[src/rtl/game_pkg.sv]
// Shared types and constants for the game input path.
// Pause FSM encoding and debounce timing defaults.
package game_pkg;

   typedef enum logic [1:0] {
      RUN         = 2'd0,
      PAUSE_PEND  = 2'd1,
      PAUSED      = 2'd2,
      RESUME_PEND = 2'd3
   } pause_st_t;

   localparam int N_SW_DEFAULT       = 8;
   localparam int DEB_CYCLES_DEFAULT = 1_000_000;
   localparam int CNT_W_DEFAULT      = 20;
   localparam int SIM_DEB_CYCLES     = 4;

   // True when a CNT_W-bit counter can reach deb-1.
   function automatic bit cnt_w_ok(input int deb, input int w);
      return (64'(1) << w) > 64'(deb);
   endfunction

endpackage

[src/rtl/input_conditioner_if.sv]
// Board-input bundle between the raw pins and the conditioner.
// master = board/stimulus side, slave = input_conditioner.
interface input_conditioner_if #(
   parameter int N_SW = 8
);
   logic            i_pause_btn;
   logic [N_SW-1:0] i_sw;
   logic            i_frame_end;
   logic [N_SW-1:0] o_sw;
   logic [N_SW-1:0] o_sw_rise;
   logic            o_pause_pulse;
   logic            o_paused;
   logic            o_run;

   modport master (
      output i_pause_btn,
      output i_sw,
      output i_frame_end,
      input  o_sw,
      input  o_sw_rise,
      input  o_pause_pulse,
      input  o_paused,
      input  o_run
   );

   modport slave (
      input  i_pause_btn,
      input  i_sw,
      input  i_frame_end,
      output o_sw,
      output o_sw_rise,
      output o_pause_pulse,
      output o_paused,
      output o_run
   );
endinterface

[src/rtl/input_conditioner_debounce_ch.sv]
// One input channel: 2-FF synchroniser, hold-time debounce,
// registered one-cycle rising-edge pulse.
module debounce_ch
   import game_pkg::*;
#(
   parameter int DEB_CYCLES = DEB_CYCLES_DEFAULT,
   parameter int CNT_W      = CNT_W_DEFAULT
) (
   input  logic CLK,
   input  logic rst,
   input  logic raw,
   output logic level,
   output logic rise
);

   if (!cnt_w_ok(DEB_CYCLES, CNT_W)) begin : g_bad_w
      $error("CNT_W too narrow for DEB_CYCLES");
   end

   localparam logic [CNT_W-1:0] CNT_LAST = CNT_W'(DEB_CYCLES - 1);

   logic             s1_q;
   logic             s2_q;
   logic             stable_q;
   logic             rise_q;
   logic [CNT_W-1:0] cnt_q;

   always_ff @(posedge CLK) begin
      if (rst) begin
         s1_q <= 1'b0;
         s2_q <= 1'b0;
      end else begin
         s1_q <= raw;
         s2_q <= s1_q;
      end
   end

   // Counter only runs while s2 disagrees; any return clears it.
   always_ff @(posedge CLK) begin
      if (rst) begin
         stable_q <= 1'b0;
         cnt_q    <= '0;
         rise_q   <= 1'b0;
      end else if (s2_q == stable_q) begin
         cnt_q  <= '0;
         rise_q <= 1'b0;
      end else if (cnt_q == CNT_LAST) begin
         stable_q <= s2_q;
         cnt_q    <= '0;
         rise_q   <= s2_q;
      end else begin
         cnt_q  <= cnt_q + 1'b1;
         rise_q <= 1'b0;
      end
   end

   assign level = stable_q;
   assign rise  = rise_q;

endmodule

[src/rtl/input_conditioner.sv]
// Debounces switches and pause button; runs the frame-aligned
// run/pause state machine feeding the VGA game core.
module input_conditioner
   import game_pkg::*;
#(
   parameter int N_SW       = N_SW_DEFAULT,
   parameter int DEB_CYCLES = DEB_CYCLES_DEFAULT,
   parameter int CNT_W      = CNT_W_DEFAULT
) (
   input logic          CLK,
   input logic          rst,
   input_conditioner_if.slave bus
);

   logic [N_SW-1:0] sw_level;
   logic [N_SW-1:0] sw_rise;
   logic            pause_level;
   logic            pause_pulse;

   for (genvar i = 0; i < N_SW; i++) begin : g_sw
      debounce_ch #(
         .DEB_CYCLES (DEB_CYCLES),
         .CNT_W      (CNT_W)
      ) u_sw (
         .CLK   (CLK),
         .rst   (rst),
         .raw   (bus.i_sw[i]),
         .level (sw_level[i]),
         .rise  (sw_rise[i])
      );
   end

   debounce_ch #(
      .DEB_CYCLES (DEB_CYCLES),
      .CNT_W      (CNT_W)
   ) u_pause (
      .CLK   (CLK),
      .rst   (rst),
      .raw   (bus.i_pause_btn),
      .level (pause_level),
      .rise  (pause_pulse)
   );

   pause_st_t state_q;
   pause_st_t state_d;
   logic      paused;

   always_ff @(posedge CLK) begin
      if (rst) state_q <= RUN;
      else     state_q <= state_d;
   end

   // A press wins over frame_end; frame_end only commits pending.
   always_comb begin
      state_d = state_q;
      unique case (state_q)
         RUN: begin
            if (pause_pulse) state_d = PAUSE_PEND;
         end
         PAUSE_PEND: begin
            if (pause_pulse)          state_d = RUN;
            else if (bus.i_frame_end) state_d = PAUSED;
         end
         PAUSED: begin
            if (pause_pulse) state_d = RESUME_PEND;
         end
         RESUME_PEND: begin
            if (pause_pulse)          state_d = PAUSED;
            else if (bus.i_frame_end) state_d = RUN;
         end
         default: state_d = RUN;
      endcase
   end

   always_comb begin
      paused = 1'b0;
      unique case (state_q)
         PAUSED, RESUME_PEND: paused = 1'b1;
         default:             paused = 1'b0;
      endcase
   end

   assign bus.o_sw          = sw_level;
   assign bus.o_sw_rise     = sw_rise;
   assign bus.o_pause_pulse = pause_pulse;
   assign bus.o_paused      = paused;
   assign bus.o_run         = ~paused;

   logic unused_level;
   assign unused_level = pause_level;

endmodule

[src/flat_wrapper.sv]
// flat-port wrapper written by rule: the top's interface ports become plain ports
module input_conditioner_flat import game_pkg::*;
#(
   parameter int N_SW       = N_SW_DEFAULT,
   parameter int DEB_CYCLES = DEB_CYCLES_DEFAULT,
   parameter int CNT_W      = CNT_W_DEFAULT
)
  (CLK, rst, bus_i_pause_btn, bus_i_sw, bus_i_frame_end, bus_o_sw, bus_o_sw_rise, bus_o_pause_pulse, bus_o_paused, bus_o_run);
  input_conditioner_if #(.N_SW(N_SW)) bus_i ();
  input logic CLK;
  input logic rst;
  input wire logic [$bits(bus_i.i_pause_btn)-1:0] bus_i_pause_btn;
  input wire logic [$bits(bus_i.i_sw)-1:0] bus_i_sw;
  input wire logic [$bits(bus_i.i_frame_end)-1:0] bus_i_frame_end;
  output wire logic [$bits(bus_i.o_sw)-1:0] bus_o_sw;
  output wire logic [$bits(bus_i.o_sw_rise)-1:0] bus_o_sw_rise;
  output wire logic [$bits(bus_i.o_pause_pulse)-1:0] bus_o_pause_pulse;
  output wire logic [$bits(bus_i.o_paused)-1:0] bus_o_paused;
  output wire logic [$bits(bus_i.o_run)-1:0] bus_o_run;
  assign bus_i.i_pause_btn = bus_i_pause_btn;
  assign bus_i.i_sw = bus_i_sw;
  assign bus_i.i_frame_end = bus_i_frame_end;
  assign bus_o_sw = bus_i.o_sw;
  assign bus_o_sw_rise = bus_i.o_sw_rise;
  assign bus_o_pause_pulse = bus_i.o_pause_pulse;
  assign bus_o_paused = bus_i.o_paused;
  assign bus_o_run = bus_i.o_run;
  input_conditioner #(.N_SW(N_SW), .DEB_CYCLES(DEB_CYCLES), .CNT_W(CNT_W)) u_core (.CLK(CLK), .rst(rst), .bus(bus_i));
endmodule
[config.mk]
export PLATFORM = sky130hd
export DESIGN_NAME = input_conditioner_flat
export DESIGN_NICKNAME = d
export VERILOG_FILES = /design/src/rtl/game_pkg.sv /design/src/rtl/input_conditioner_if.sv /design/src/rtl/input_conditioner_debounce_ch.sv /design/src/rtl/input_conditioner.sv /design/src/flat_wrapper.sv
export SDC_FILE = /design/constraint.sdc
export NUM_CORES = 1
export LEC_CHECK = 0
export CAP_MARGIN = 30
export CORE_ASPECT_RATIO = 1.4
export CORE_MARGIN = 4
export CORE_UTILIZATION = 55
export DETAILED_ROUTE_END_ITERATION = 8
export MAX_ROUTING_LAYER = met4
export PLACE_DENSITY = 0.73
export SYNTH_ARGS = -nofsm -noshare
export SYNTH_HDL_FRONTEND = slang
export SYNTH_SLANG_ARGS = --single-unit
export TNS_END_PERCENT = 5
[constraint.sdc]
create_clock -name CLK -period 2 [get_ports CLK]
set_clock_uncertainty 0.05 [all_clocks]
set_input_delay 0.5 -clock CLK [delete_from_list [all_inputs] [get_ports CLK]]
set_output_delay 0.5 -clock CLK [all_outputs]
set_load 0.1 [all_outputs]
==> out/results.md <==
| Metric | Reported |
| --- | --- |
| # rows | 57 |
| Post-synth cell types | 44 |
| Gr ovfl total | 0 |
| Detailed-router iteration count before antenna repair | 5 |
| First-pass GRT wire length | 34.6 mm |
| Share of flip-flops with an asynchronous set or reset after synthesis | 0% |
| Detailed router's first-iteration violation count | 413 |
| Run status | finished, final reports clean |
| Flop and latch count out of synthesis | 218 |
| Kind of critical path | flop to flop |
| Final critical path time including I/O delays and setup | 1.99 ns |
| Routability-driven placement congestion ratio | 0.885 |
| HP Class | input pin to flop |
| Diode insertion count for antenna repair | 0 |
| Core occupancy in the finished layout | 67.5% |
| Antenna violations before repair | 0 |
| Post-detailed-route DRC marker count | 0 |
| Yosys warning total | 0 |
| Number of vias per cell | 5.48 |
| Number of buffers on the longest clock path | 3 |
| Relative slew slack | 64.9% |
| Clock latency of the later-clocked register in the worst-skew pair | 0.50 ns |
| Number of buffers inserted during clock tree synthesis | 22 |
| Average instance area after synthesis | 8.68 sq um |
| Post-placement cell area | 10900 sq um |
| Slack of the critical path | 0.0116 ns |
| Setup crit start kind | flop |
| Lkg Pwr | 3.71 nW |
| Slew at the pin closest to its max-slew limit | 0.522 ns |
| Crit path cell chain | or4b_1 -> or4_4 -> o21ai_4 -> buf_4 -> a21oi_1 |
| Top cells by area, synth | sky130_fd_sc_hd__dfxtp_1, sky130_fd_sc_hd__xnor2_1, sky130_fd_sc_hd__nor2_1 |
| Upper clock frequency limit | 0.503 GHz |
| Area of the core | 17300 sq um |
| Maximum capacitance violations | 0 |
| Buffers and inverters on the worst path | 1 |
| Total die area | 19700 sq um |
| Count of hold buffers inserted by post-cts repair | 0 |
| Worst path arrival time | 2.31 ns |
| Share of cells above drive strength 1 | 14.5% |
| Power density of the placed cells | 755 nW/um^2 |
| Register Area | 4370 sq um |
| Starting Density | 55.7% |
| Chip width | 120 um |
| Share of the clock period used by the worst path | 99.4% |
| Area of combinational cells with multiple inputs | 4920 sq um |
| Vias in the first global route | 7794 |
| Non-Filler Cell Area, Final | 11700 sq um |
| Clock tree from TritonCTS | done |
| Combined area of all synthesized cells | 9650 sq um |
| Synthesized instance count | 1111 |
| Maximum net fanout on the critical path | 7 |
| Kind of capture point of the worst setup path | flop |
| Setup repair after global routing missed its margin | true |
| Fin. max-slew vios | 0 |
| Final Hold Viols | 0 |
| ANT nets after route | 0 |
| Overall power of the completed layout | 8.83 mW |
| Top FF cell, synth | sky130_fd_sc_hd__dfxtp_1 |
| Setup violators final | 0 |
| Worst stage delay on the critical path | 0.55 ns |
| Total via count in the routed design | 8008 |
| Worst path required time | 2.32 ns |
| Net count of the mapped netlist | 1132 |
| Clock sink count | 218 |
| Global-route usage over all layers | 20.8% |
| Number of buffer cells added on primary ports | 30 |
| Slack of the worst reg-to-reg path | 0.01 ns |
| Setup slack after placement | 0.0000935 ns |
| Wirelength, routed | 19.8 mm |
| Largest delay share family, worst path | simple AND/OR/NAND/NOR gates |
| Clock-pin slew on the worst setup and hold paths | 0.06 ns |
| Die height | 165 um |
| Detail Placement HPWL | 13.9 mm |
| Maximum number of pins on one net before global-route repair | 21 |
| Root buf cell | sky130_fd_sc_hd__clkbuf_16 |
| H-tree levels | 1 |
| P&R area growth vs syn | 21.2% |
| Area share of the largest cell type after synthesis | 45.2% |
| # nets final | 1230 |
| Number of filler cells placed in the layout | 1433 |
| Count of flip-flops with a built-in enable after synthesis | 0 |
| WL/cell | 13.6 um |
| Worst vdd rail ir drop | 0.000630 V |
| I/O pin count | 31 |
| Part of the Yosys area used for sequential elements | 45.2% |
| Cell type with the highest aggregate area in the netlist | sky130_fd_sc_hd__dfxtp_1 |
| Library cell contributing the largest single delay on the critical path | sky130_fd_sc_hd__or4_4 |
layer usage:
layer | track usage, % | routed length (um) | vias to the layer above | share of wire [%]
li1 | - | - | 4123 | -
met3 | 2.64 | 567 | 33 | 2.9
met4 | 6.15 | 337 | 0 | 1.7
met1 | 24.6 | 8670 | 3764 | 44
met5 | - | 0 | - | 0
met2 | 37.1 | 10200 | 88 | 52
cells in the final DEF, fill, tap and decap left out, drive strengths merged, types with 4 or more instances in the layout:
master,synthesis,routed
nor4,29,29
or4,29,29
inv,31,32
or4b,6,6
or3,43,43
clkdlybuf4s50,0,10
nor3b,5,5
nand4b,4,4
nor4b,9,9
a21oi,63,63
and3,23,23
nand3,69,69
ha,9,9
and2,10,10
nor3,17,17
nor2,150,150
or3b,4,4
clkbuf,29,31
clkinv,0,5
nand4,47,47
dfxtp,218,218
o21ai,50,50
and4,15,15
nand2,61,61
xor2,46,46
xnor2,72,72
buf,21,114
nor2b,19,19
o31ai,19,19
cell families (layout without fill, tap and decap cells):
group / Yosys count / after routing / synth area share, %
flip-flops: 218 / 218 / 45.2
XOR/XNOR: 118 / 118 / 10.7
buffers and inverters: 81 / 195 / 3.98
adder cells (fa/ha/maj): 9 / 9 / 1.17
AND/OR/NAND/NOR: 551 / 551 / 31.1
multiplexers: 1 / 1 / 0.104
AO/OA/AOI/OAI: 133 / 133 / 7.67
synth_stat cells (19+ instances only):
master                     instances
sky130_fd_sc_hd__dfxtp_1         218
sky130_fd_sc_hd__nor2_1          150
sky130_fd_sc_hd__xnor2_1          72
sky130_fd_sc_hd__nand3_1          68
sky130_fd_sc_hd__a21oi_1          63
sky130_fd_sc_hd__nand2_1          61
sky130_fd_sc_hd__nand4_1          46
sky130_fd_sc_hd__xor2_1           46
sky130_fd_sc_hd__o21ai_0          44
sky130_fd_sc_hd__or3_1            43
sky130_fd_sc_hd__inv_1            31
sky130_fd_sc_hd__nor4_1           29
sky130_fd_sc_hd__clkbuf_1         28
sky130_fd_sc_hd__or4_1            26
sky130_fd_sc_hd__and3_1           23
sky130_fd_sc_hd__nor2b_1          19
sky130_fd_sc_hd__o31ai_1          19
final timing paths:
| path | startpoint | end | cells past startpoint |
|---|---|---|---|
| hold reg to reg | u_core.g_sw[3].u_sw.cnt_q[0] | u_core.g_sw[3].u_sw.cnt_q[0] | 1 |
| hold / removal | rst | u_core.g_sw[3].u_sw.s2_q | 2 |
| setup reg to reg | u_core.g_sw[6].u_sw.cnt_q[7] | u_core.g_sw[6].u_sw.cnt_q[18] | 5 |
| setup / recovery | u_core.g_sw[6].u_sw.cnt_q[7] | u_core.g_sw[6].u_sw.cnt_q[18] | 5 |
metrics by stage:
step                hold WS [ns]  instances  setup TNS [ns]
finish                     0.253       1461               0
CTS                        0.243       1460         -0.0663
global route               0.258       1461          -0.837
floorplan                  0.363       1111         -0.0563
detailed placement         0.377       1420               0
global placement           0.368       1420               0
power breakdown:
group          internal, mW  total [mW]  switching (mW)
sequential             4.36        4.38          0.0128
combinational        0.0631       0.131          0.0683
clock                  2.65        4.32            1.67
total                  7.07        8.83            1.75
area by class of cell:
class                   count  share of cell area (%)
flip-flops and latches    218                    37.4
multi-input cells         812                    42.1
clock inverters             9                    1.08
inverters                  31                   0.995
clock buffers              31                    5.52
repair buffers            124                    10.4
well taps                 236                    2.53
state kept, by name (all words and copies together) (netlist names):
name	cells
u_core.g_sw.u_sw.s2_q	8
u_core.u_pause.s2_q	1
u_core.g_sw.u_sw.s1_q	8
u_core.u_pause.level	1
u_core.state_q	2
u_core.g_sw.u_sw.rise	8
u_core.u_pause.rise	1
u_core.g_sw.u_sw.cnt_q	160
u_core.u_pause.cnt_q	20
u_core.g_sw.u_sw.level	8
u_core.u_pause.s1_q	1
repair_timing:
item | 4_1_cts | 5_1_grt
resized for setup | 1 | 9
endpoints found under the setup margin | 9 | 61
pin swaps | 0 | 4
setup buffers | 0 | 1
(Power assumes the default switching activity.)
==> edit (same flow settings) <==
Set the package constant `N_SW_DEFAULT` to 9 (it was 8).
--- a/src/rtl/game_pkg.sv
+++ b/src/rtl/game_pkg.sv
@@ -9,7 +9,7 @@
       RESUME_PEND = 2'd3
    } pause_st_t;
 
-   localparam int N_SW_DEFAULT       = 8;
+   localparam int N_SW_DEFAULT       = 9;
    localparam int DEB_CYCLES_DEFAULT = 1_000_000;
    localparam int CNT_W_DEFAULT      = 20;
    localparam int SIM_DEB_CYCLES     = 4;
Ports: changed (resized bus_i_sw, bus_o_sw and bus_o_sw_rise); port bits go from 31 to 34. No check against the original RTL was run, so the function may have changed too.
==> edit against the unedited design <==
  * The run now ends with setup timing left
  * First-iteration DRC count decreased by 13%
  * Worst setup slack got worse by 0.031 ns
  * Sequential cell count increased by 24
  * Area after synthesis increased by 11%
  * Utilization decreased by 0.35 points
  * Via count increased by 11%
  * Cell count increased by 8.6%
  * Power increased by 6.0%
  * Design area increased by 10%
  * Synthesized cell count increased by 10%
  * Wire length increased by 7.7%
  * Critical endpoint is now u_core.g_sw[7].u_sw.level$_SDFFE_PP0P_
  * Largest power group unchanged
==> edit: results <==
drt:
  wl_per_cell_um: 13.5
  vias_per_cell: 5.59
  met1Wirelength_um: 9150
  wl_um: 21300
  wl_met2_um: 11100
  drtIter0Drc: 361
  wl_met3_um: 605
power:
  peakVddDrop_uv: 735
  netSwitchingFraction_pct: 20.3
finish:
  final-clk-cell-share_pct: 5.95
  fillCellCount: 1581
  fin_nets: 1344
  drive_above_1_share_pct: 16.1
  seqAreaFraction_pct: 37.6
  clkbuf_count: 37
  largest_register_ff_count: 180
  signal_buffers: 132
  regArea_mm2: 0.00485
yosys:
  syn_inst: 1223
  synthMuxAreaShare_pct: 0.0931
  synthXorXnorAreaFrac_pct: 10.2
  synthTopCellsByCount: "242 x dfxtp_1, 139 x nor2_1, 76 x nand3_1, 74 x a21oi_1, 64 x xnor2_1"
  yosysSeqAreaShare_pct: 45.0
worst_setup_path:
  r2r-end: "u_core.g_sw[7].u_sw.level$_SDFFE_PP0P_"
  path_max_fanout: 3
  endpoint: "u_core.g_sw[7].u_sw.level$_SDFFE_PP0P_"
  arrival_ns: 2.37
timing:
  fin_ws_ns: -0.0190
  worst-slew-pin-transition_ns: 0.557
  setup_tns_ns: -0.0190
  setup_viol: 1
global_routing:
  grt_pass1_vias: 8541
  grtUsageMet2_pct: 35.9
  grt_use_met1_pct: 22.3
  gr-usage-met3_pct: 2.34
  grt_pass1_wl_um: 37000
  grt_usage_pct: 19.6
place:
  place_congestion: 0.821
  dp.cells: 1542
  place_ws_ns: -0.0311
  postPlaceCellArea_mm2: 0.0120
  dp_hpwl_um: 14900
  io_buffers: 33
floorplan:
  well_tap_count: 248
clocking:
  clock-sinks: 242
  cts_made_buffers: 24
  ctsResizeCount: 5
status:
  violations: "setup timing"
  status: "finished with violations"
hold_path:
  hold_path_depth: 3
[edit: changes by cell type after synthesis, sizes merged, moves of 4 or more]
cell | before | now
or4 | 29 | 45
o21ai | 50 | 58
buf | 21 | 25
a21oi | 63 | 74
and2 | 10 | 14
nand4 | 47 | 57
nand3 | 69 | 76
dfxtp | 218 | 242
xor2 | 46 | 61
xnor2 | 72 | 64
nor2 | 150 | 159
nor4 | 29 | 19
o31ai | 19 | 25
clkbuf | 29 | 35
[edit: cells by family after synthesis]
| logic type | after synthesis |
|---|---|
| AND/OR/NAND/NOR | 591 |
| flip-flops | 242 |
| AO/OA/AOI/OAI | 161 |
| XOR/XNOR | 125 |
| buffers and inverters | 93 |
| adder cells (fa/ha/maj) | 10 |
| multiplexers | 1 |
[edit: power groups by stage]
stage          logic [µW]  clock network, µW  registers, µW
3_3_place_gp          140                  0           4970
2_1_floorplan        78.8                  0           4960
5_1_grt               159               4660           4860
4_1_cts               143               4460           4860
3_5_place_dp          142                  0           4970
6_report              143               4350           4860
[edit: worst min-delay path by stage]
stage,start,to,slack [ns]
2_1_floorplan,u_core.g_sw[4].u_sw.cnt_q[0]$_SDFF_PP0_,u_core.g_sw[4].u_sw.cnt_q[0]$_SDFF_PP0_,0.36
5_1_grt,rst,u_core.g_sw[5].u_sw.s2_q$_SDFF_PP0_,0.38
3_3_place_gp,u_core.g_sw[4].u_sw.s1_q$_SDFF_PP0_,u_core.g_sw[4].u_sw.s2_q$_SDFF_PP0_,0.37
6_report,rst,u_core.g_sw[5].u_sw.s2_q$_SDFF_PP0_,0.36
3_5_place_dp,u_core.g_sw[4].u_sw.s1_q$_SDFF_PP0_,u_core.g_sw[4].u_sw.s2_q$_SDFF_PP0_,0.38
4_1_cts,rst,u_core.g_sw[5].u_sw.level$_SDFFE_PP0P_,0.35
